[src/rtl/inst_fetch_stage_pkg.sv]
// rtl/inst_fetch_stage_pkg.sv - widths, FSM encoding and instruction-queue entry layout for the fetch stage
package inst_fetch_stage_pkg;

  localparam int kAddrWidth = 32;
  localparam int kDataWidth = 32;
  localparam logic [kAddrWidth-1:0] kResetPc   = 32'hbfc00000;
  localparam logic [kAddrWidth-1:0] kInstBytes = kAddrWidth'(4);

  // Entry layout {addr_err, pc, inst}; decode slices the queue word with the same offsets.
  localparam int kEntryWidth   = 1 + kAddrWidth + kDataWidth;
  localparam int kEntryInstLsb = 0;
  localparam int kEntryPcLsb   = kDataWidth;
  localparam int kEntryErrBit  = kAddrWidth + kDataWidth;

  typedef enum logic [1:0] {
    kFetchIdle    = 2'd0,
    kFetchReq     = 2'd1,
    kFetchWait    = 2'd2,
    kFetchDiscard = 2'd3
  } fetch_state_e;

  typedef struct packed {
    logic                  addr_err;
    logic [kAddrWidth-1:0] pc;
    logic [kDataWidth-1:0] inst;
  } fetch_entry_t;

  function automatic fetch_entry_t make_entry(input logic                  addr_err,
                                              input logic [kAddrWidth-1:0] pc,
                                              input logic [kDataWidth-1:0] inst);
    fetch_entry_t e;
    e.addr_err = addr_err;
    e.pc       = pc;
    e.inst     = inst;
    return e;
  endfunction

endpackage

[src/rtl/inst_fetch_stage_if.sv]
// rtl/inst_fetch_stage_if.sv - instruction bus and instruction-queue write port of the fetch stage
interface inst_fetch_stage_if;
  import inst_fetch_stage_pkg::*;

  logic                   imem_req;
  logic [kAddrWidth-1:0]  imem_addr;
  logic                   imem_gnt;
  logic                   imem_rvalid;
  logic [kDataWidth-1:0]  imem_rdata;
  logic                   fifo_full;
  logic                   fifo_write_en;
  logic [kEntryWidth-1:0] fifo_write_data;

  // Fetch stage side.
  modport master (
    output imem_req, imem_addr, fifo_write_en, fifo_write_data,
    input  imem_gnt, imem_rvalid, imem_rdata, fifo_full
  );

  // Memory / instruction queue side.
  modport slave (
    input  imem_req, imem_addr, fifo_write_en, fifo_write_data,
    output imem_gnt, imem_rvalid, imem_rdata, fifo_full
  );

endinterface

[src/rtl/inst_fetch_stage_out_buffer.sv]
// rtl/inst_fetch_stage_out_buffer.sv - one-entry hold register that pushes into the instruction queue when it has room
module inst_fetch_stage_out_buffer
  import inst_fetch_stage_pkg::*;
(
  input  logic                   clk,
  input  logic                   rst,
  input  logic                   flush_i,
  input  logic                   load_i,
  input  fetch_entry_t           load_entry_i,
  input  logic                   fifo_full_i,
  output logic                   hold_valid_o,
  output logic                   write_en_o,
  output logic [kEntryWidth-1:0] write_data_o
);

  fetch_entry_t hold_q;
  logic         hold_valid_q;

  assign hold_valid_o = hold_valid_q;
  assign write_en_o   = hold_valid_q && !fifo_full_i;

  assign write_data_o[kEntryErrBit]                = hold_q.addr_err;
  assign write_data_o[kEntryPcLsb +: kAddrWidth]   = hold_q.pc;
  assign write_data_o[kEntryInstLsb +: kDataWidth] = hold_q.inst;

  // A load beats a same-cycle push so a new entry is never lost; a redirect empties the slot.
  always_ff @(posedge clk) begin
    if (rst) begin
      hold_valid_q <= 1'b0;
      hold_q       <= '0;
    end else if (flush_i) begin
      hold_valid_q <= 1'b0;
    end else if (load_i) begin
      hold_valid_q <= 1'b1;
      hold_q       <= load_entry_i;
    end else if (write_en_o) begin
      hold_valid_q <= 1'b0;
    end
  end

endmodule

[src/rtl/inst_fetch_stage.sv]
// rtl/inst_fetch_stage.sv - PC generation, single-outstanding instruction fetch and queue push; FETCH_ADDR_CHECK_EN enables misaligned-PC halt
module inst_fetch_stage
  import inst_fetch_stage_pkg::*;
(
  input  logic                  clk,
  input  logic                  rst,
  input  logic                  stall,
  input  logic                  redirect_en,
  input  logic [kAddrWidth-1:0] redirect_pc,
  inst_fetch_stage_if.master    bus
);

  fetch_state_e           state_q;
  logic [kAddrWidth-1:0]  pc_q;
  logic [kAddrWidth-1:0]  pending_pc_q;
  logic                   hold_valid;
  logic                   issue_ok;
  logic                   misaligned;
  logic                   halted;
  logic                   load_d;
  fetch_entry_t           load_entry_d;
  logic                   fifo_we;
  logic [kEntryWidth-1:0] fifo_wdata;

`ifdef FETCH_ADDR_CHECK_EN
  logic halted_q;
  assign misaligned = (pc_q[1:0] != 2'b00);
  assign halted     = halted_q;
`else
  assign misaligned = 1'b0;
  assign halted     = 1'b0;
`endif

  // Leave IDLE only if the hold slot is empty or draining this cycle.
  assign issue_ok = !stall && !halted && (!hold_valid || !bus.fifo_full);

  assign bus.imem_req        = (state_q == kFetchReq);
  assign bus.imem_addr       = pc_q;
  assign bus.fifo_write_en   = fifo_we;
  assign bus.fifo_write_data = fifo_wdata;

  // Choose what enters the hold slot: a live response, or an address-error marker.
  always_comb begin
    load_d       = 1'b0;
    load_entry_d = make_entry(1'b0, pending_pc_q, bus.imem_rdata);
    if (!redirect_en) begin
      if (state_q == kFetchWait && bus.imem_rvalid) begin
        load_d = 1'b1;
      end else if (state_q == kFetchIdle && issue_ok && misaligned) begin
        load_d       = 1'b1;
        load_entry_d = make_entry(1'b1, pc_q, '0);
      end
    end
  end

  // Fetch FSM: redirect wins over everything and routes in-flight responses to DISCARD.
  always_ff @(posedge clk) begin
    if (rst) begin
      state_q      <= kFetchIdle;
      pc_q         <= kResetPc;
      pending_pc_q <= kResetPc;
`ifdef FETCH_ADDR_CHECK_EN
      halted_q     <= 1'b0;
`endif
    end else if (redirect_en) begin
      pc_q <= redirect_pc;
`ifdef FETCH_ADDR_CHECK_EN
      halted_q <= 1'b0;
`endif
      case (state_q)
        kFetchReq:     state_q <= bus.imem_gnt ? kFetchDiscard : kFetchReq;
        kFetchWait,
        kFetchDiscard: state_q <= bus.imem_rvalid ? kFetchIdle : kFetchDiscard;
        default:       state_q <= kFetchIdle;
      endcase
    end else begin
      case (state_q)
        kFetchIdle: begin
          if (issue_ok && !misaligned) state_q <= kFetchReq;
`ifdef FETCH_ADDR_CHECK_EN
          if (issue_ok && misaligned) halted_q <= 1'b1;
`endif
        end
        kFetchReq: begin
          if (bus.imem_gnt) begin
            pending_pc_q <= pc_q;
            pc_q         <= pc_q + kInstBytes;
            state_q      <= kFetchWait;
          end
        end
        kFetchWait: begin
          if (bus.imem_rvalid) state_q <= kFetchIdle;
        end
        default: begin
          if (bus.imem_rvalid) state_q <= kFetchIdle;
        end
      endcase
    end
  end

  inst_fetch_stage_out_buffer u_out_buffer (
    .clk          (clk),
    .rst          (rst),
    .flush_i      (redirect_en),
    .load_i       (load_d),
    .load_entry_i (load_entry_d),
    .fifo_full_i  (bus.fifo_full),
    .hold_valid_o (hold_valid),
    .write_en_o   (fifo_we),
    .write_data_o (fifo_wdata)
  );

endmodule

[src/flat_wrapper.sv]
// flat-port wrapper written by rule: the top's interface ports become plain ports
module inst_fetch_stage_flat import inst_fetch_stage_pkg::*;
  (clk, rst, stall, redirect_en, redirect_pc, bus_imem_req, bus_imem_addr, bus_fifo_write_en, bus_fifo_write_data, bus_imem_gnt, bus_imem_rvalid, bus_imem_rdata, bus_fifo_full);
  inst_fetch_stage_if bus_i ();
  input  logic clk;
  input  logic rst;
  input  logic stall;
  input  logic redirect_en;
  input  logic [kAddrWidth-1:0] redirect_pc;
  output wire logic [$bits(bus_i.imem_req)-1:0] bus_imem_req;
  output wire logic [$bits(bus_i.imem_addr)-1:0] bus_imem_addr;
  output wire logic [$bits(bus_i.fifo_write_en)-1:0] bus_fifo_write_en;
  output wire logic [$bits(bus_i.fifo_write_data)-1:0] bus_fifo_write_data;
  input wire logic [$bits(bus_i.imem_gnt)-1:0] bus_imem_gnt;
  input wire logic [$bits(bus_i.imem_rvalid)-1:0] bus_imem_rvalid;
  input wire logic [$bits(bus_i.imem_rdata)-1:0] bus_imem_rdata;
  input wire logic [$bits(bus_i.fifo_full)-1:0] bus_fifo_full;
  assign bus_imem_req = bus_i.imem_req;
  assign bus_imem_addr = bus_i.imem_addr;
  assign bus_fifo_write_en = bus_i.fifo_write_en;
  assign bus_fifo_write_data = bus_i.fifo_write_data;
  assign bus_i.imem_gnt = bus_imem_gnt;
  assign bus_i.imem_rvalid = bus_imem_rvalid;
  assign bus_i.imem_rdata = bus_imem_rdata;
  assign bus_i.fifo_full = bus_fifo_full;
  inst_fetch_stage u_core (.clk(clk), .rst(rst), .stall(stall), .redirect_en(redirect_en), .redirect_pc(redirect_pc), .bus(bus_i));
endmodule
[config.mk]
export PLATFORM = sky130hd
export DESIGN_NAME = inst_fetch_stage_flat
export DESIGN_NICKNAME = d
export VERILOG_FILES = /design/src/rtl/inst_fetch_stage_pkg.sv /design/src/rtl/inst_fetch_stage_if.sv /design/src/rtl/inst_fetch_stage_out_buffer.sv /design/src/rtl/inst_fetch_stage.sv /design/src/flat_wrapper.sv
export SDC_FILE = /design/constraint.sdc
export NUM_CORES = 1
export LEC_CHECK = 0
export CELL_PAD_IN_SITES_DETAIL_PLACEMENT = 1
export CELL_PAD_IN_SITES_GLOBAL_PLACEMENT = 2
export CORE_ASPECT_RATIO = 1.25
export CORE_MARGIN = 1.5
export CORE_UTILIZATION = 35
export CTS_CLUSTER_SIZE = 14
export DETAILED_ROUTE_END_ITERATION = 10
export DONT_BUFFER_PORTS = 1
export GPL_TIMING_DRIVEN = 0
export PLACE_DENSITY = 0.84
export SLEW_MARGIN = 20
export SYNTH_ARGS = -nofsm -noshare
export SYNTH_HDL_FRONTEND = slang
export SYNTH_SLANG_ARGS = --single-unit
[constraint.sdc]
create_clock -name clk -period 2.1 [get_ports clk]
set_input_delay 0.42 -clock clk [delete_from_list [all_inputs] [get_ports clk]]
set_output_delay 0.42 -clock clk [all_outputs]
set_load 0.01 [all_outputs]
==> impl_metrics.ini, run 1 <==
[placed_design]
port-buffer-count = 0
routabilityCongestion = 0.8366
hpwl_um = 13280

[synthesis]
syn-instance-count = 684
async_flop_share_pct = 0
yosysMostFrequentCell = nand2_1
yosys.area.top_type = dfxtp_1
syn_area_um2 = 5428
synth_top_area_share_pct = 48.32
synth_commonest_cells = nand2_1, dfxtp_1, a21oi_1
synth.area.top_cells = dfxtp_1, nand2_1, a21oi_1
ys_seq_elements = 131
yosysWarnings = 0
yosys.cell_types.count = 55
synth-main-ff-cell = dfxtp_1
synth_edf_count = 0
seq_area_frac_synth_pct = 48.32
postSynthAreaPerCell_um2 = 7.935
synth_nets = 756

[critical_path]
r2r_setup_slack_ns = 0.13
arrival_ns = 2.28
required_ns = 2.41
slowest_delay_ns = 0.53
worstSetupPathType = reg -> reg
reg2reg_to = u_core.bus.imem_addr[26]
end_kind = flop
crit_fanout = 10
path_cells = nand3b_2, nor4_4, a2111oi_0, a311oi_1
reg2reg_depth = 4
worstSetupStartpoint = u_core.state_q[1]
cp_slowest_cell = nor4_4
cp-start-kind = flop
endpoint = u_core.bus.imem_addr[26]
rr_startpoint = u_core.state_q[1]

[floorplan]
initial_core_util_pct = 36.00
num_rows = 50
ios = 170
die_y_um = 142.2
chipWidth_um = 114.4
coreArea_um2 = 15080
dieArea_um2 = 16270

[clock_tree]
clk-insertion-delay-late_ns = 0.42
cts_tree = yes
numClockSinks = 131
holdBufCountCts = 0
cts_made_buffers = 17
htree_levels = 4
cts_root_buffer = clkbuf_16
cts_buffer_depth = 2
clk_pin_slew_worst_paths_ns = 0.06

[hold_path]
min_path_cells = 1
hp-class = in -> reg

[power_and_ir_drop]
irDropWorstVdd_v = 0.0005012
powerDensity_nw_per_um2 = 960.8
p_leak_nw = 2.140
p_total_mw = 6.117

[drt]
ant_nets = 0
drc_errors = 0
first_pass_iters = 4
drtIter0Drc = 247
viasPerCell = 5.311
drt-total-wl_um = 17440
wire_per_inst_um = 18.81
dr_total_vias = 4923

[sta]
rsz0062_at_grt = false
skew_ns = 0.01352
period_share_pct = 93.80
maxSlewViolCount = 0
post-route-min-period_ns = 1.970
fin_hold_ws_ns = 0.1389
hold_violations = 0
max_freq_mhz = 507.7
slew_headroom_pct = 53.42
worst_slew_pin_slew_ns = 0.6987
setup_viol = 0

[final_layout]
syn2layout_area_growth_pct = 17.31
multiInputGateArea_um2 = 2537
num-fill-cells = 1833
seqCellArea_um2 = 2626
nets = 778
antenna-diode-count = 0
drive_above_1_share_pct = 9.458

[global_route]
antenna_found_initial = 0
grt_pass1_vias = 5003
grt_overflow_total = 0
grtUsageTotal_pct = 21.64
grt_first_pass_wirelength_um = 27110
grt_max_degree = 17

[job]
drv_cap = 0

[run_status]
status = complete, no violations
## how the worst min path moves through the flow
stage,start,end,slack [ns]
4_1_cts,bus_imem_rdata[5],u_core.u_out_buffer.write_data_o[5],0.13
3_3_place_gp,u_core.pending_pc_q[2],u_core.u_out_buffer.write_data_o[34],0.44
6_report,bus_imem_rvalid,flop,0.14
3_5_place_dp,u_core.pending_pc_q[0],u_core.u_out_buffer.write_data_o[32],0.45
5_1_grt,bus_imem_rdata[9],u_core.u_out_buffer.write_data_o[9],0.12
2_1_floorplan,u_core.pending_pc_q[0],u_core.u_out_buffer.write_data_o[32],0.43
## per-stage QoR
| stage | area, um^2 | util, % | worst slack, ns | cells | setup TNS [ns] |
|---|---|---|---|---|---|
| 3_3_place_gp | 5688 | 37.73 | -0.2823 | 892 | -0.4925 |
| 4_1_cts | 6347 | 42.10 | 0.003707 | 926 | 0 |
| 2_1_floorplan | 5428 | - | 0.3026 | 684 | 0 |
| 3_5_place_dp | 5688 | 37.73 | -0.3173 | 892 | -1.937 |
| 5_1_grt | 6367 | 42.23 | 0.02404 | 927 | 0 |
| 6_report | 6367 | 42.23 | 0.1301 | 927 | 0 |
## repair_timing
action | in CTS | in global routing
gates resized for setup | 5 | 6
pin swaps | 2 | 1
setup endpoints to repair | 23 | 29
buffers inserted | 2 | 1
## power by group
part	leakage (nW)	total, mW	switching (mW)	internal, mW
Combinational	0.775	0.310	0.205	0.105
Sequential	1.07	2.67	0.122	2.55
Clock	0.299	3.13	1.12	2.02
Total	2.14	6.12	1.44	4.67
## layout make-up
class / instances / area share, %
Clock inverter: 13 / 2.889
Multi-Input combinational cell: 493 / 39.85
Buffer: 53 / 4.205
Sequential cell: 131 / 41.25
Tap cell: 208 / 4.087
Inverter: 7 / 0.4127
Clock buffer: 19 / 6.956
Timing Repair Buffer: 3 / 0.3537
## cell families after synthesis
family                   after synthesis  synth area share [%]
adder cells (fa/ha/maj)                1                0.2305
AO/OA/AOI/OAI                        144                 15.93
buffers and inverters                 60                 5.348
flip-flops                           131                 48.32
AND/OR/NAND/NOR                      334                 27.96
multiplexers                           2                0.3688
other                                  1               0.06909
XOR/XNOR                              11                 1.775
## registers in the layout, summed over array words and instances, names as in the netlist, named ones only
signal / flops
u_core.u_out_buffer.hold_valid_o: 1
u_core.u_out_buffer.write_data_o: 64
u_core.pending_pc_q: 32
u_core.bus.imem_addr: 32
u_core.state_q: 1
## placed cells by master, fill, tap and decap left out, types with 16 or more instances in the layout
cell / instances
nand3_1: 21
nand2_1: 210
clkbuf_1: 31
nand4_1: 17
nor3_1: 22
a21oi_1: 94
dfxtp_1: 128
a211oi_1: 16
nor2_1: 23
clkbuf_16: 17
## critical path: cells and delay by family, from the launching register on
kind             cells  cell delay (ns)
AO/OA/AOI/OAI        2             0.48
AND/OR/NAND/NOR      2             1.01
flip-flops           1             0.39
## metal layers
| layer | global-route usage (%) | vias to the layer above | routed length [um] | share of wire (%) |
|---|---|---|---|---|
| met5 | 0 | - | 0 | 0 |
| met4 | 7.434 | 0 | 371 | 2.1 |
| met3 | 7.922 | 29 | 1349 | 7.7 |
| met2 | 37.72 | 170 | 8714 | 50 |
| met1 | 24.17 | 2313 | 7001 | 40 |
| li1 | - | 2411 | - | - |
Note: power is estimated with default switching activity, not from simulation.
==> run 2, diff against run 1 <==
Settings changed: CORE_UTILIZATION 35 to 36, CTS_BUF_LIST from default to sky130_fd_sc_hd__clkbuf_8, PLACE_DENSITY 0.84 to 0.86.
==> run 2 against run 1 <==
  * Critical path depth unchanged
  * Flip-flop and latch count unchanged
  * Sequential share of layout area rose by 0.87 points
  * Die area decreased by 2.7%
  * Routed wire length up 2.8%
  * Hold slack got worse by 0.044 ns
  * Clock power fell by 13%
  * Critical path type unchanged
  * Combinational power up 1%
  * Critical endpoint is now u_core.bus.imem_addr[21]
  * Cell area down 2.1%
  * Clock skew decreased by 0.0042 ns
  * Sequential power about the same
==> impl_metrics.ini, run 2 (synthesized netlist as in run 1, its figures left out) <==
[run_status]
status = complete, no violations

[final_layout]
largest_register_ffs = 64
syn2layout_area_growth_pct = 14.85
nets = 779
seqCellArea_um2 = 2625
mostFrequentLayoutCells = nand2_1, dfxtp_1, a21oi_1, clkbuf_1, nor2_1
num-fill-cells = 1826
final_common_cell = nand2_1
antenna-diode-count = 0
drive_above_1_share_pct = 9.306
utilization_pct = 41.87
multiInputGateArea_um2 = 2544
final_cells = 902

[sta]
final.setup.tns_ns = 0
worst_slew_pin_slew_ns = 0.7337
post-route-min-period_ns = 2.028
max_freq_mhz = 493.1
fin_ws_ns = 0.07184
fin_hold_ws_ns = 0.09480
maxSlewViolCount = 0
skew_ns = 0.009364
setup_viol = 0
hold_violations = 0
period_share_pct = 96.58
slew_headroom_pct = 51.09

[critical_path]
reg2reg_depth = 4
r2r_setup_slack_ns = 0.07
rr_startpoint = u_core.bus.imem_addr[5]
cp-start-kind = flop
slowest_delay_ns = 0.60
cp_slowest_cell = dfxtp_1
crit_fanout = 8
reg2reg_to = u_core.bus.imem_addr[21]
arrival_ns = 2.39
end_kind = flop
required_ns = 2.46
worstSetupStartpoint = u_core.bus.imem_addr[5]
worstSetupPathType = reg -> reg
path_cells = and4_1, nand2_1, or4_1, a311oi_1
endpoint = u_core.bus.imem_addr[21]

[drt]
first_pass_iters = 4
wl_met1_um = 6985
ant_nets = 0
wire_per_inst_um = 19.87
highest_layer = met4
viasPerCell = 5.629
drc_errors = 0
dr_total_vias = 5077
drtIter0Drc = 183
drt-total-wl_um = 17930
dr_wl_met3_um = 1353
wl_met2_um = 9094

[power_and_ir_drop]
p_leak_nw = 2.107
powerDensity_nw_per_um2 = 917.5
irDropWorstVdd_v = 0.0003911

[global_route]
grt_pass1_vias = 5365
grt_max_degree = 17
grt_first_pass_wirelength_um = 28020
grtUsageTotal_pct = 22.82
grt_overflow_total = 0
antenna_found_initial = 0

[floorplan]
dieArea_um2 = 15830
num_rows = 50
ios = 170
chipWidth_um = 112.8
initial_core_util_pct = 36.45
coreArea_um2 = 14890
die_y_um = 140.3

[hold_path]
hp-class = in -> reg

[clock_tree]
cts_buffer_depth = 2
clk_pin_slew_worst_paths_ns = 0.08
cts_root_buffer = clkbuf_8
clk-insertion-delay-late_ns = 0.45
cts_tree = yes
htree_levels = 4
numClockSinks = 131
holdBufCountCts = 0
cts_made_buffers = 17

[placed_design]
routabilityCongestion = 0.8316
port-buffer-count = 0
hpwl_um = 13650
dpl_worst_slack_ns = -0.3310
dpl.cell_count = 866

[job]
drv_cap = 0
run 2: changes by cell type in the layout (fill, tap and decap cells not counted), sizes merged:
cell      delta
buf          +2
bufinv       +3
clkbuf       -1
clkinv       -1
clkinvlp     -2
run 2: final cells by class:
type | instances | share of cell area, %
Sequential cell | 131 | 42.11
Multi-Input combinational cell | 493 | 40.81
Buffer | 53 | 4.255
Clock buffer | 19 | 4.195
Clock inverter | 13 | 4.075
Tap cell | 182 | 3.653
Timing Repair Buffer | 4 | 0.4817
Inverter | 7 | 0.4215
run 2: stage by stage:
step                total power, mW  cell area (um^2)
CTS                           5.763              6206
global placement              3.022              5655
global route                  5.927              6233
detailed placement            3.039              5655
floorplan                     2.912              5428
finish                        5.719              6233
run 2: per-layer routing:
layer | vias up | track usage [%]
met4 | 0 | 10.59
met1 | 2419 | 24.48
met2 | 197 | 40.63
li1 | 2423 | -
met3 | 38 | 7.183
met5 | - | 0
run 2: report_power, final:
group / leakage [nW] / switching [mW] / internal (mW) / total [mW]
combinational: 0.786 / 0.209 / 0.104 / 0.314
sequential: 1.07 / 0.125 / 2.55 / 2.67
clock: 0.256 / 1.02 / 1.72 / 2.73
total: 2.11 / 1.35 / 4.37 / 5.72
run 2: what timing repair did:
item                       4_1_cts  5_1_grt
buffers inserted                 2        2
gates resized for setup          5        3
pin swaps                        1        2
setup endpoints to repair        8       10
run 2: critical path: cells and delay by family, from the launching register on:
family          cells  cell delay [ns]
compound gates      1             0.27
simple gates        3             1.08
flops               1             0.60
run 2: how the worst min path moves through the flow:
stage | startpoint | to | depth (start not counted)
3_5_place_dp | u_core.pending_pc_q[19] | u_core.pending_pc_q[19] | 2
5_1_grt | bus_imem_rdata[3] | u_core.u_out_buffer.write_data_o[3] | 2
4_1_cts | bus_imem_rvalid | flop | 1
3_3_place_gp | u_core.pending_pc_q[5] | u_core.u_out_buffer.write_data_o[37] | 2
6_report | bus_imem_rvalid | flop | 1
2_1_floorplan | u_core.pending_pc_q[0] | u_core.u_out_buffer.write_data_o[32] | 2
==> run 3, diff against run 2 <==
Settings changed: GPL_ROUTABILITY_DRIVEN from default to 0.
==> results of run 3 <==
Same layout as run 2: the final DEF is identical, and so are final timing and power.
